## src/rtl/decode_stage_pkg.sv

```systemverilog
// Shared decode definitions: opcode/funct encodings, ALU operation codes,
// the registered control bundle and the combinational instruction decoder.
// Used by decode_stage and its testbench; no state lives here.
package decode_stage_pkg;

   // Primary opcodes (instr[31:26])
   localparam logic [5:0] OP_RTYPE = 6'b000000;
   localparam logic [5:0] OP_ADDI  = 6'b001000;
   localparam logic [5:0] OP_LW    = 6'b100011;
   localparam logic [5:0] OP_SW    = 6'b101011;
   localparam logic [5:0] OP_BEQ   = 6'b000100;
   localparam logic [5:0] OP_BNE   = 6'b000101;
   localparam logic [5:0] OP_J     = 6'b000010;

   // R-type function codes (instr[5:0])
   localparam logic [5:0] FN_ADD = 6'b100000;
   localparam logic [5:0] FN_SUB = 6'b100010;
   localparam logic [5:0] FN_AND = 6'b100100;
   localparam logic [5:0] FN_OR  = 6'b100101;
   localparam logic [5:0] FN_SLT = 6'b101010;

   // ALU operation codes carried to EX
   localparam int         ALU_CODE_W = 4;
   localparam logic [3:0] ALU_OP_AND = 4'd0;
   localparam logic [3:0] ALU_OP_OR  = 4'd1;
   localparam logic [3:0] ALU_OP_ADD = 4'd2;
   localparam logic [3:0] ALU_OP_SUB = 4'd6;
   localparam logic [3:0] ALU_OP_SLT = 4'd7;

   // Control bundle registered into the output stage
   typedef struct packed {
      logic                  alu_src;
      logic                  mem_to_reg;
      logic                  reg_write;
      logic                  mem_read;
      logic                  mem_write;
      logic                  branch;
      logic                  branch_ne;
      logic                  jmp;
      logic                  illegal;
      logic [ALU_CODE_W-1:0] alu_op;
      logic [4:0]            dst;
   } ctrl_t;

   // Ops whose rt field is a source operand (matters for load-use hazards)
   function automatic logic reads_rt(input logic [5:0] op);
      return (op == OP_RTYPE) || (op == OP_SW) || (op == OP_BEQ) || (op == OP_BNE);
   endfunction

   // Decode one instruction into controls; unknown op/funct yields a pure
   // illegal marker with every side-effecting control low. A write to $0 is
   // folded into "no write" so EX/WB never see a live dst of zero.
   function automatic ctrl_t decode_instr(input logic [5:0] op,
                                          input logic [5:0] funct,
                                          input logic [4:0] rt,
                                          input logic [4:0] rd);
      ctrl_t c;
      c = '0;
      case (op)
         OP_RTYPE: begin
            c.reg_write = 1'b1;
            c.dst       = rd;
            case (funct)
               FN_ADD:  c.alu_op = ALU_OP_ADD;
               FN_SUB:  c.alu_op = ALU_OP_SUB;
               FN_AND:  c.alu_op = ALU_OP_AND;
               FN_OR:   c.alu_op = ALU_OP_OR;
               FN_SLT:  c.alu_op = ALU_OP_SLT;
               default: begin
                  c.illegal   = 1'b1;
                  c.reg_write = 1'b0;
               end
            endcase
         end
         OP_ADDI: begin
            c.alu_src   = 1'b1;
            c.reg_write = 1'b1;
            c.alu_op    = ALU_OP_ADD;
            c.dst       = rt;
         end
         OP_LW: begin
            c.alu_src    = 1'b1;
            c.mem_read   = 1'b1;
            c.mem_to_reg = 1'b1;
            c.reg_write  = 1'b1;
            c.alu_op     = ALU_OP_ADD;
            c.dst        = rt;
         end
         OP_SW: begin
            c.alu_src   = 1'b1;
            c.mem_write = 1'b1;
            c.alu_op    = ALU_OP_ADD;
         end
         OP_BEQ: begin
            c.branch = 1'b1;
            c.alu_op = ALU_OP_SUB;
         end
         OP_BNE: begin
            c.branch    = 1'b1;
            c.branch_ne = 1'b1;
            c.alu_op    = ALU_OP_SUB;
         end
         OP_J: begin
            c.jmp = 1'b1;
         end
         default: begin
            c.illegal = 1'b1;
         end
      endcase
      if (!c.reg_write) c.dst = 5'd0;
      if (c.dst == 5'd0) c.reg_write = 1'b0;
      return c;
   endfunction

endpackage

```

## src/rtl/decode_stage_hazard_detect.sv

```systemverilog
// Load-use hazard detector: flags an incoming instruction that reads the
// destination of a load currently in EX. Purely combinational, no latency;
// the stall it produces holds fetch and injects a bubble downstream.
module hazard_detect (
   input  logic       in_valid,
   input  logic       ex_mem_read,
   input  logic [4:0] ex_dst,
   input  logic [4:0] rs,
   input  logic [4:0] rt,
   input  logic       uses_rt,
   output logic       stall
);

   logic rs_hit;
   logic rt_hit;

   // $0 is never a real dependency, so a zero ex_dst never stalls
   assign rs_hit = (ex_dst == rs);
   assign rt_hit = uses_rt && (ex_dst == rt);
   assign stall  = in_valid && ex_mem_read && (ex_dst != 5'd0) && (rs_hit || rt_hit);

endmodule

```

## src/rtl/decode_stage.sv

```systemverilog
// Decode stage: instruction -> registered control/operand bundle. Load-use
// stall logic is built only when DECODE_HAZARD_EN is defined.
// Latency 1 cycle; holds outputs while out_ready=0, bubbles on stall/flush.
module decode_stage
   import decode_stage_pkg::*;
#(
   parameter int XLEN     = 32,
   parameter int ALU_OP_W = 4
) (
   input  logic                clk,
   input  logic                rst,
   input  logic                in_valid,
   output logic                in_ready,
   input  logic [31:0]         in_instr,
   input  logic [XLEN-1:0]     in_pc,
   input  logic                ex_mem_read,
   input  logic [4:0]          ex_dst,
   input  logic                flush,
   output logic                out_valid,
   input  logic                out_ready,
   output logic                out_alu_src,
   output logic                out_mem_to_reg,
   output logic                out_reg_write,
   output logic                out_mem_read,
   output logic                out_mem_write,
   output logic                out_branch,
   output logic                out_branch_ne,
   output logic                out_jmp,
   output logic                out_illegal,
   output logic [ALU_OP_W-1:0] out_alu_op,
   output logic [4:0]          out_rs,
   output logic [4:0]          out_rt,
   output logic [4:0]          out_dst,
   output logic [XLEN-1:0]     out_imm,
   output logic [XLEN-1:0]     out_jtarget,
   output logic [XLEN-1:0]     out_pc
);

   // Instruction fields
   logic [5:0] op;
   logic [5:0] funct;
   logic [4:0] rs;
   logic [4:0] rt;
   logic [4:0] rd;

   assign op    = in_instr[31:26];
   assign rs    = in_instr[25:21];
   assign rt    = in_instr[20:16];
   assign rd    = in_instr[15:11];
   assign funct = in_instr[5:0];

   // Combinational decode and operand formation
   ctrl_t           dec;
   logic [XLEN-1:0] pc_plus4;
   logic [XLEN-1:0] imm_ext;
   logic [XLEN-1:0] jtarget;

   assign dec      = decode_instr(op, funct, rt, rd);
   assign pc_plus4 = in_pc + XLEN'(4);
   assign imm_ext  = {{(XLEN-16){in_instr[15]}}, in_instr[15:0]};
   // Region bits come from pc+4, so a PC at the top of the space wraps to 0
   assign jtarget  = {pc_plus4[XLEN-1:28], in_instr[25:0], 2'b00};

   // Low bits of pc+4 are replaced by the jump index
   logic unused_pc_low;
   assign unused_pc_low = ^pc_plus4[27:0];

   // Load-use stall
   logic stall;
`ifdef DECODE_HAZARD_EN
   logic uses_rt;
   assign uses_rt = reads_rt(op);

   hazard_detect u_hazard_detect (
      .in_valid    (in_valid),
      .ex_mem_read (ex_mem_read),
      .ex_dst      (ex_dst),
      .rs          (rs),
      .rt          (rt),
      .uses_rt     (uses_rt),
      .stall       (stall)
   );
`else
   // EX status ports stay on the boundary but have no effect in this build
   logic unused_ex_status;
   assign unused_ex_status = ^{ex_mem_read, ex_dst};
   assign stall = 1'b0;
`endif

   // Handshake: the output slot frees when empty or being drained
   logic slot_free;
   logic take;

   assign slot_free = !out_valid || out_ready;
   assign take      = in_valid && !stall;
   assign in_ready  = slot_free && !stall && !flush;

   // Output register state
   logic            valid_q;
   ctrl_t           ctrl_q;
   logic [4:0]      rs_q;
   logic [4:0]      rt_q;
   logic [XLEN-1:0] imm_q;
   logic [XLEN-1:0] jtarget_q;
   logic [XLEN-1:0] pc_q;

   // Reset > flush > slot update; a bubble clears controls, operands keep value
   always_ff @(posedge clk) begin
      if (rst) begin
         valid_q   <= 1'b0;
         ctrl_q    <= '0;
         rs_q      <= '0;
         rt_q      <= '0;
         imm_q     <= '0;
         jtarget_q <= '0;
         pc_q      <= '0;
      end else if (flush) begin
         valid_q <= 1'b0;
         ctrl_q  <= '0;
      end else if (slot_free) begin
         if (take) begin
            valid_q   <= 1'b1;
            ctrl_q    <= dec;
            rs_q      <= rs;
            rt_q      <= rt;
            imm_q     <= imm_ext;
            jtarget_q <= jtarget;
            pc_q      <= in_pc;
         end else begin
            valid_q <= 1'b0;
            ctrl_q  <= '0;
         end
      end
   end

   assign out_valid      = valid_q;
   assign out_alu_src    = ctrl_q.alu_src;
   assign out_mem_to_reg = ctrl_q.mem_to_reg;
   assign out_reg_write  = ctrl_q.reg_write;
   assign out_mem_read   = ctrl_q.mem_read;
   assign out_mem_write  = ctrl_q.mem_write;
   assign out_branch     = ctrl_q.branch;
   assign out_branch_ne  = ctrl_q.branch_ne;
   assign out_jmp        = ctrl_q.jmp;
   assign out_illegal    = ctrl_q.illegal;
   assign out_alu_op     = ALU_OP_W'(ctrl_q.alu_op);
   assign out_dst        = ctrl_q.dst;
   assign out_rs         = rs_q;
   assign out_rt         = rt_q;
   assign out_imm        = imm_q;
   assign out_jtarget    = jtarget_q;
   assign out_pc         = pc_q;

endmodule

```

## config.mk

```make
export PLATFORM = sky130hd
export DESIGN_NAME = decode_stage
export DESIGN_NICKNAME = d
export VERILOG_FILES = /design/src/rtl/decode_stage_pkg.sv /design/src/rtl/decode_stage_hazard_detect.sv /design/src/rtl/decode_stage.sv
export SDC_FILE = /design/constraint.sdc
export NUM_CORES = 1
export LEC_CHECK = 0
export BUFFER_PORTS_ARGS = -buffer_cell sky130_fd_sc_hd__clkbuf_2
export CORE_AREA = 4 4 96 89
export CTS_CLUSTER_SIZE = 24
export DETAILED_ROUTE_END_ITERATION = 12
export DIE_AREA = 0 0 100 93
export GPL_ROUTABILITY_DRIVEN = 0
export PLACE_DENSITY_LB_ADDON = 0.1
export SYNTH_ARGS = -nofsm -noshare
export SYNTH_HDL_FRONTEND = slang
export SYNTH_SLANG_ARGS = --single-unit
```

## constraint.sdc

```tcl
create_clock -name clk -period 2.4 [get_ports clk]
set_input_delay 0.12 -clock clk [delete_from_list [all_inputs] [get_ports clk]]
set_output_delay 0.12 -clock clk [all_outputs]
set_load 0.02 [all_outputs]
```

==> results of run 1 <==
[cell usage after synthesis, drive strengths merged (5+ instances only)]
| cell | n |
|---|---|
| a211oi | 5 |
| a21oi | 69 |
| buf | 50 |
| clkbuf | 20 |
| dfxtp | 79 |
| nand2 | 125 |
| nand4 | 12 |
| nor2 | 16 |
| nor3 | 6 |
| nor4 | 7 |
[metrics by stage]
| stage | hold slack (ns) | utilization (%) |
|---|---|---|
| 4_1_cts | 0.00130 | 65.2 |
| 3_3_place_gp | 0.343 | 56.5 |
| 3_5_place_dp | 0.353 | 56.5 |
| 5_1_grt | 0.0210 | 65.2 |
| 2_1_floorplan | 0.256 | - |
| 6_report | 0.0190 | 65.2 |
[placed cells by master (no fill, tap or decap), types with 3 or more instances in the layout]
cell type and n:
a211oi_1 4, a21oi_1 69, a222oi_1 4, a311oi_1 4
and2_1 3, and4b_1 3, buf_4 5, bufinv_16 4
clkbuf_2 191, clkbuf_8 9, conb_1 3, dfxtp_1 79
dlygate4sd3_1 38, inv_1 4, nand2_1 125, nand2b_1 4
nand3_1 3, nand4_1 12, nor2_1 16, nor2b_1 3
nor3_1 5, nor4_1 3, nor4_2 3
[worst min path at each step]
stage	from	to	slack, ns	cells after the start
2_1_floorplan	in_pc[0]	out_pc[0]$_SDFFE_PP0P_	0.26	2
4_1_cts	in_instr[18]	out_rt[2]$_SDFFE_PP0P_	0.001	3
3_5_place_dp	in_instr[22]	out_rs[1]$_SDFFE_PP0P_	0.35	3
3_3_place_gp	in_pc[1]	out_pc[1]$_SDFFE_PP0P_	0.34	3
6_report	in_instr[18]	out_rt[2]$_SDFFE_PP0P_	0.02	3
5_1_grt	in_pc[27]	out_pc[27]$_SDFFE_PP0P_	0.02	3
[layer usage]
metal  up-vias  global-route usage, %
met2       124                   37.0
met3        10                   7.23
li1       1829                      -
met5         -                      0
met4         0                   6.17
met1      1659                   26.6
[power groups by stage]
stage                     sequential [mW]  combinational (mW)  clock [mW]
after CTS                            1.40               0.503        1.33
after floorplan                      1.49               0.238           0
after global routing                 1.40               0.548        1.38
after detailed placement             1.43               0.453           0
final                                1.39               0.503        1.30
after global placement               1.42               0.450           0
[critical path: cells and delay by family]
family | cells | cell delay, ns
simple gates | 3 | 1.02
buf+inv | 2 | 0.64
compound gates | 1 | 0.19
[final cells by class]
type	instances	area, um^2
fill	688	2600
sequential	79	1580
multi-input combinational	292	1510
timing repair buffer	234	1370
clock inverter	7	144
clock buffer	9	124
tap	96	120
inverter	4	15.0
[logic make-up (layout without fill, tap and decap cells)]
group	after synthesis	count (layout)	share of synthesized area, %
AND/OR/NAND/NOR	190	190	25.4
flip-flops	79	79	44.8
AO/OA/AOI/OAI	99	99	16.8
other	1	3	0.106
buffers and inverters	74	254	12.9
==> metrics.cfg, run 1 <==
[route]
post_drt_wl_per_cell_um = 14.4
route.met3.wl_um = 906
drtIter0Drc = 175
viasPerCell = 5.02
wl_met2_um = 5090
ant_nets = 0
drtPass1Iterations = 4
top_layer_used = met4
postRouteWirelength_um = 10400
drc_errors = 0
wl_met1_um = 4270
vias = 3622

[yosys]
ys_top_cells_by_area = dfxtp_1 45%, nand2_1 13%, a21oi_1 9.8%
synth_edf_count = 0
synthFlopType = dfxtp_1
netlist_area_um2 = 3530
yosysWarningCount = 0
synth-seq-area-share_pct = 44.8
ys_seq_elements = 79
synthCells = 443
synth.distinct_cells = 44
yosys.area.top_type = dfxtp_1
synth_top_area_share_pct = 44.8
async_flop_share_pct = 0
syn_avg_cell_area_um2 = 7.97

[power_and_ir_drop]
vdd_drop_max_mv = 0.398
netSwitchingPower_mw = 0.847
internal_power_mw = 2.35
seq_power_share_pct = 43.6
powerDensity_nw_per_um2 = 657
power_mw = 3.20
p_leak_nw = 2.18
clkPwrFrac_pct = 40.7
combPwrFrac_pct = 15.7
swShare_pct = 26.5

[floorplan]
ios = 201
die_y_um = 93
dieArea_um2 = 9300
die_x_um = 100
start_util_pct = 47.3
core_um2 = 7470
row_count = 30

[placed_design]
preCtsSetupSlack_ns = 0.748
io_buffers = 191
dpl.hpwl_um = 7320
dpl_cell_area_um2 = 4220
placedCellCount = 667

[sta]
post-route-min-period_ns = 1.72
finalHoldViolCount = 0
rsz0062_at_grt = no
relSlewSlack_pct = 55.2
tightest_slew_ns = 0.666
clock_skew_ns = 0.00902
drv_slew = 0
fin_ws_ns = 0.680
setup_viol = 0
clock.fmax_ghz = 0.581
post-route-period-util_pct = 71.7
fin_setup_tns_ns = 0

[grt]
grt_pass1_wl_um = 16600
grt_overflow_total = 0
grt_usage_pct = 21.9
grt_pass1_vias = 3436
antenna_found_initial = 0
grt_max_degree = 64

[clock_tree]
cts_resized = 0
htreeDepth = 3
cts_tree = yes
ctsLongestPathBuffers = 2
hold_buffers = 38
clk_latency_ns = 0.35
cts_buffers = 9
clock_sinks = 79
path_clk_slew_ns = 0.09
cts-root-buf = clkbuf_8
cts_setup_buffers = 0

[worst_setup_path]
crit_end = out_jtarget[30]$_SDFFE_PP0P_
r2r_cells = 5
worst_setup_path_end_kind = flip-flop
slowest_delay_ns = 0.62
crit_required_ns = 2.65
crit_chain = dlygate4sd3_1, clkbuf_2, nand4_1, nor4_2, a311oi_1, nor4_1
start_kind = input port
critPathSlowestCell = nor4_2
crit_type = in2reg
ff2ff_setup_slack_ns = 0.72
r2r-start = out_valid$_SDFFE_PP0N_
arrival_ns = 1.97
rr_endpoint = out_dst[0]$_SDFFE_PP0N_
crit_start = in_pc[11]
path_max_fanout = 8

[layout]
largest_register_ffs = 32
area_growth_syn_to_layout_pct = 38.0
stdcell_area_um2 = 4870
layout.cells.non_filler = 721
final_nets = 695
num_antenna_cells = 0
drive_above_1_share_pct = 35.8

[worst_hold_path]
hp-class = in2reg

[run]
drv_cap = 0

[status]
status = finished, final reports clean

(Power assumes the default switching activity.)
==> run 2, diff against run 1 <==
- ABC_AREA: default -> 1
- CORE_AREA: 4 4 96 89 -> 4 4 107 99
- DIE_AREA: 0 0 100 93 -> 0 0 111 103
- clock period: 2.4 -> 1.5 ns (I/O delays scaled with it)
==> run 2 against run 1 <==
Effect of this change:
- synthesized area is 4.4% higher
- synthesized cell count is 16% higher
- wire length is 1.8% higher
- clock skew is 0.0048 ns higher
- worst setup slack worse by 0.64 ns
- register-to-register slack worse by 0.55 ns
- critical path depth is 6 higher
- final area is 2.8% higher
- combinational power is 97% higher
- clock power is 40% higher
- core utilization is 12 points lower
- critical path type unchanged
- largest cell class unchanged
==> metrics.cfg, run 2 <==
[clock_tree]
clk_latency_ns = 0.34
cts_tree = yes
htreeDepth = 3
path_clk_slew_ns = 0.08
cts_buffers = 9
ctsLongestPathBuffers = 2
cts-root-buf = clkbuf_8
clock_sinks = 79

[layout]
final_common_cell = clkbuf_2
final_nets = 760
area_growth_syn_to_layout_pct = 35.8
num_antenna_cells = 0
drive_above_1_share_pct = 35.4
largest_register_ffs = 32
layout_common_cells = 190 x clkbuf_2, 119 x nor2_1, 78 x dfxtp_1

[sta]
clock.fmax_ghz = 0.686
rsz0062_at_grt = yes
finalHoldViolCount = 0
hold_slack_ns = 0.0214
fin_setup_tns_ns = 0
clock_skew_ns = 0.0138
post-route-period-util_pct = 97.2
drv_slew = 0
post-route-min-period_ns = 1.46
fin_ws_ns = 0.0427
setup_viol = 0

[placed_design]
preCtsSetupSlack_ns = 0.179
dpl.hpwl_um = 7610
io_buffers = 191

[grt]
grt_busiest_layer = met2
grtUsageMet3_pct = 3.81
use_met1_pct = 22.6
grt_use_met2_pct = 28.5
grt_pass1_vias = 3322
antenna_found_initial = 0
grt_usage_pct = 17.3
grt_max_degree = 61
grt_overflow_total = 0
grt_pass1_wl_um = 16200

[route]
postRouteWirelength_um = 10500
drc_errors = 0
post_drt_wl_per_cell_um = 12.9
viasPerCell = 4.66
drtIter0Drc = 172
vias = 3800
ant_nets = 0
drtPass1Iterations = 4

[yosys]
synthCells = 513
synth-seq-area-share_pct = 42.9
synth_edf_count = 0
ys_seq_elements = 79
yosysMostFrequentCell = nor2_1
yosys.area.top_type = dfxtp_1
netlist_area_um2 = 3690
synth_top_area_share_pct = 42.9
yosysWarningCount = 0
async_flop_share_pct = 0
synthFlopType = dfxtp_1
synth.distinct_cells = 29
synth_common_cells = 119 x nor2_1, 79 x dfxtp_1, 66 x nand2_1, 53 x o21ai_0, 48 x buf_4
ys_top_cells_by_area = dfxtp_1 43%, nor2_1 12%, buf_4 9.8%
syn_avg_cell_area_um2 = 7.19

[worst_hold_path]
min_from = in_instr[14]
hp-class = in2reg
min_to = out_imm[14]$_SDFFE_PP0P_
min_path_cells = 3

[floorplan]
dieArea_um2 = 11400
row_count = 34
die_x_um = 111
die_y_um = 103
start_util_pct = 38.9
ios = 201
core_um2 = 9490

[power_and_ir_drop]
vdd_drop_max_mv = 0.516
p_leak_nw = 2.51
powerDensity_nw_per_um2 = 1020

[worst_setup_path]
r2r-start = out_valid$_SDFFE_PP0N_
crit_required_ns = 1.72
ff2ff_setup_slack_ns = 0.17
path_max_fanout = 7
arrival_ns = 1.67
crit_type = in2reg
r2r_cells = 10
worst_setup_path_end_kind = flip-flop
start_kind = input port
rr_endpoint = out_jtarget[31]$_SDFFE_PP0P_

[status]
status = finished, final reports clean

[run]
drv_cap = 0

## run 2: metal layers
| metal | share of wire, % | wire length (um) |
|---|---|---|
| met5 | 0 | 0 |
| met1 | 45 | 4770 |
| met2 | 47 | 4910 |
| met4 | 1.9 | 203 |
| met3 | 6.3 | 661 |
## run 2: cell families after synthesis
family	Yosys count	share of synthesized area, %
simple gates	240	28.2
flops	79	42.9
compound gates	91	12.5
other cells	1	0.102
xor+xnor	1	0.238
buf+inv	101	16.0
## run 2: cell type report
type	instances	area (um^2)
inverter	31	119
timing repair buffer	228	1350
sequential	79	1580
clock buffer	12	155
fill	947	4480
multi-input combinational	336	1560
tap	126	158
clock inverter	4	76.3
## run 2: how the worst max path moves through the flow
stage,start,endpoint,slack [ns],cells after the start
after floorplan,out_valid$_SDFFE_PP0N_,out_jtarget[31]$_SDFFE_PP0P_,0.0009,11
after global placement,out_valid$_SDFFE_PP0N_,out_jtarget[31]$_SDFFE_PP0P_,0.18,10
after detailed placement,out_valid$_SDFFE_PP0N_,out_jtarget[30]$_SDFFE_PP0P_,0.18,9
after CTS,in_instr[26],out_reg_write$_SDFFE_PP0N_,0.05,11
after global routing,in_instr[26],out_reg_write$_SDFFE_PP0N_,-0.06,12
final,in_instr[26],out_dst[1]$_SDFFE_PP0N_,0.04,12
## run 2: metrics by stage
step           util [%]  area, um^2  power, mW  instances
2_1_floorplan         -        3700       2.98        515
3_3_place_gp       46.8        4440       3.26        769
3_5_place_dp       46.8        4440       3.27        769
4_1_cts            52.1        4940       5.16        812
5_1_grt            52.8        5010       5.34        816
6_report           52.8        5010       5.10        816
## run 2: where the power goes
part           switching (mW)  leakage (nW)  internal (mW)  total, mW
Sequential             0.0769         0.649           2.21       2.29
Combinational           0.626          1.75          0.366      0.992
Clock                   0.779         0.113           1.04       1.82
Total                    1.48          2.51           3.61       5.10
## run 2: repair_timing
item                                    in CTS  in global routing
setup buffers                                0                  3
hold buffers                                27                  0
endpoints found under the setup margin       0                  3
endpoints found under the hold margin       27                  0
gates resized for setup                      0                  9
## run 2: worst max-delay path: stages
cell	delay [ns]
dlygate4sd3_1	0.54
buf_4	0.15
nand2_1	0.06
inv_1	0.06
nand3_2	0.09
nand2_4	0.09
inv_2	0.11
nand2_2	0.11
buf_4	0.15
buf_4	0.12
nand3_1	0.06
a21oi_1	0.06
==> run 3, diff against run 2 <==
- ABC_AREA: 1 -> default
- CORE_AREA: 4 4 107 99 -> 4 4 105 97
- DIE_AREA: 0 0 111 103 -> 0 0 109 101
==> run 3 against run 2 <==
Effect of this change:
- global-route usage rose by 2.2 points
- maximum frequency fell by 0.84%
- combinational power fell by 9.5%
- final cell count fell by 4.8%
- core utilization rose by 4.5 points
- largest cell class is now buffers
- largest power group unchanged
==> metrics.cfg, run 3 (same netlist as run 1, synthesis figures left out) <==
[power_and_ir_drop]
combPwrFrac_pct = 19.9
clkPwrFrac_pct = 30.8
seq_power_share_pct = 49.4
netSwitchingPower_mw = 1.37
internal_power_mw = 3.15
p_leak_nw = 2.31
power_mw = 4.52
swShare_pct = 30.3
vdd_drop_max_mv = 0.410
powerDensity_nw_per_um2 = 873

[worst_setup_path]
crit_type = in2reg
worst_setup_path_end_kind = flip-flop
path_max_fanout = 5
critPathSlowestCell = dlygate4sd3_1
crit_chain = dlygate4sd3_1, clkbuf_2, and2_1, nor4_4, buf_4, o2111ai_1, a21oi_1
arrival_ns = 1.76
slowest_delay_ns = 0.53
crit_required_ns = 1.79
start_kind = input port

[sta]
relSlewSlack_pct = 66.5
post-route-min-period_ns = 1.47
post-route-period-util_pct = 98.0
drv_slew = 0
rsz0062_at_grt = yes
clock_skew_ns = 0.0128
setup_viol = 0
clock.fmax_ghz = 0.680
finalHoldViolCount = 0
fin_ws_ns = 0.0303
tightest_slew_ns = 0.501

[route]
post_drt_wl_per_cell_um = 14.5
vias = 3798
ant_nets = 0
viasPerCell = 4.89
drc_errors = 0
drtPass1Iterations = 4
drtIter0Drc = 141
postRouteWirelength_um = 11300

[floorplan]
die_x_um = 109
die_y_um = 101
dieArea_um2 = 11000
core_um2 = 9040
start_util_pct = 39.0
ios = 201
row_count = 33

[layout]
final_common_cell = clkbuf_2
final_nets = 725
largest_register_ffs = 32
num_antenna_cells = 0
drive_above_1_share_pct = 37.1
layout_common_cells = 189 x clkbuf_2, 125 x nand2_1, 78 x dfxtp_1
area_growth_syn_to_layout_pct = 46.8

[status]
status = finished, final reports clean

[clock_tree]
htreeDepth = 3
cts_tree = yes
ctsLongestPathBuffers = 2
cts_buffers = 9
path_clk_slew_ns = 0.08
clk_latency_ns = 0.35
clock_sinks = 79
cts-root-buf = clkbuf_8

[grt]
grt_use_met2_pct = 33.0
grt_pass1_vias = 3585
grt_busiest_layer = met2
antenna_found_initial = 0
grt_usage_pct = 19.4
grt_overflow_total = 0
use_met1_pct = 23.6
grtUsageMet3_pct = 5.25
grt_max_degree = 64
grt_pass1_wl_um = 17100

[placed_design]
dpl.hpwl_um = 7690
io_buffers = 191
preCtsSetupSlack_ns = 0.105

[run]
drv_cap = 0

[worst_hold_path]
hp-class = in2reg

[run 3: cell count changes in the layout (fill, tap and decap cells not counted), sizes merged, moves of 5 or more]
cell	delta
nor2	-112
nor4	+6
a21oi	+43
dlygate4sd3	+27
a211oi	+5
buf	+8
o21ai	-59
inv	-28
nand3	-18
nand2	+53
[run 3: area by class of cell]
cell class                      instances  area, um^2
Clock inverter                          5        35.0
Inverter                                4        15.0
Multi-Input combinational cell        292        1550
Sequential cell                        79        1580
Timing Repair Buffer                  264        1720
Tap cell                              122         153
Fill cell                             872        3860
Clock buffer                           11         131
[run 3: final timing paths]
| check | start | endpoint | slack (ns) | cells past startpoint |
|---|---|---|---|---|
| hold / removal | in_instr[20] | out_jtarget[22]$_SDFFE_PP0P_ | 0.02 | 3 |
| setup / recovery | in_instr[2] | out_reg_write$_SDFFE_PP0N_ | 0.03 | 7 |
| hold reg to reg | out_pc[2]$_SDFFE_PP0P_ | out_pc[2]$_SDFFE_PP0P_ | 0.46 | 2 |
| setup reg to reg | out_valid$_SDFFE_PP0N_ | out_pc[25]$_SDFFE_PP0P_ | 0.04 | 7 |
[run 3: power groups by stage]
stage                     Combinational (mW)  Sequential, mW  Clock, mW
after floorplan                        0.382            2.38          0
after global routing                   0.972            2.25       1.52
final                                  0.898            2.23       1.39
after global placement                 0.745            2.28          0
after CTS                              0.864            2.23       1.43
after detailed placement               0.751            2.28          0
[run 3: worst max-delay path, delay by kind of cell]
family / cells / cell delay [ns]
AOI/OAI and AO/OA: 2 / 0.27
buffers and inverters: 3 / 0.84
and+or+nand+nor: 2 / 0.57
[run 3: per-layer routing]
metal  wire [um]  vias to the layer above
li1            -                     1888
met1        4670                     1761
met2        5580                      131
met3         831                       18
met4         175                        0
met5           0                        -
[run 3: stage by stage]
step	area, um^2	util [%]	TNS [ns]	std cells	hold WS [ns]
2_1_floorplan	3540	-	0	445	0.211
3_3_place_gp	4360	48.2	0	703	0.299
3_5_place_dp	4360	48.2	0	703	0.304
4_1_cts	5070	56.0	0	773	0.00729
5_1_grt	5180	57.3	-0.390	777	0.0202
6_report	5180	57.3	0	777	0.0168
[run 3: timing repair]
action / in CTS / in global routing
gates cloned: 0 / 2
endpoints found under the setup margin: 1 / 17
hold buffers: 54 / 0
endpoints found under the hold margin: 54 / 0
pin swaps: 0 / 6
gates resized for setup: 1 / 10
buffers inserted: 0 / 4
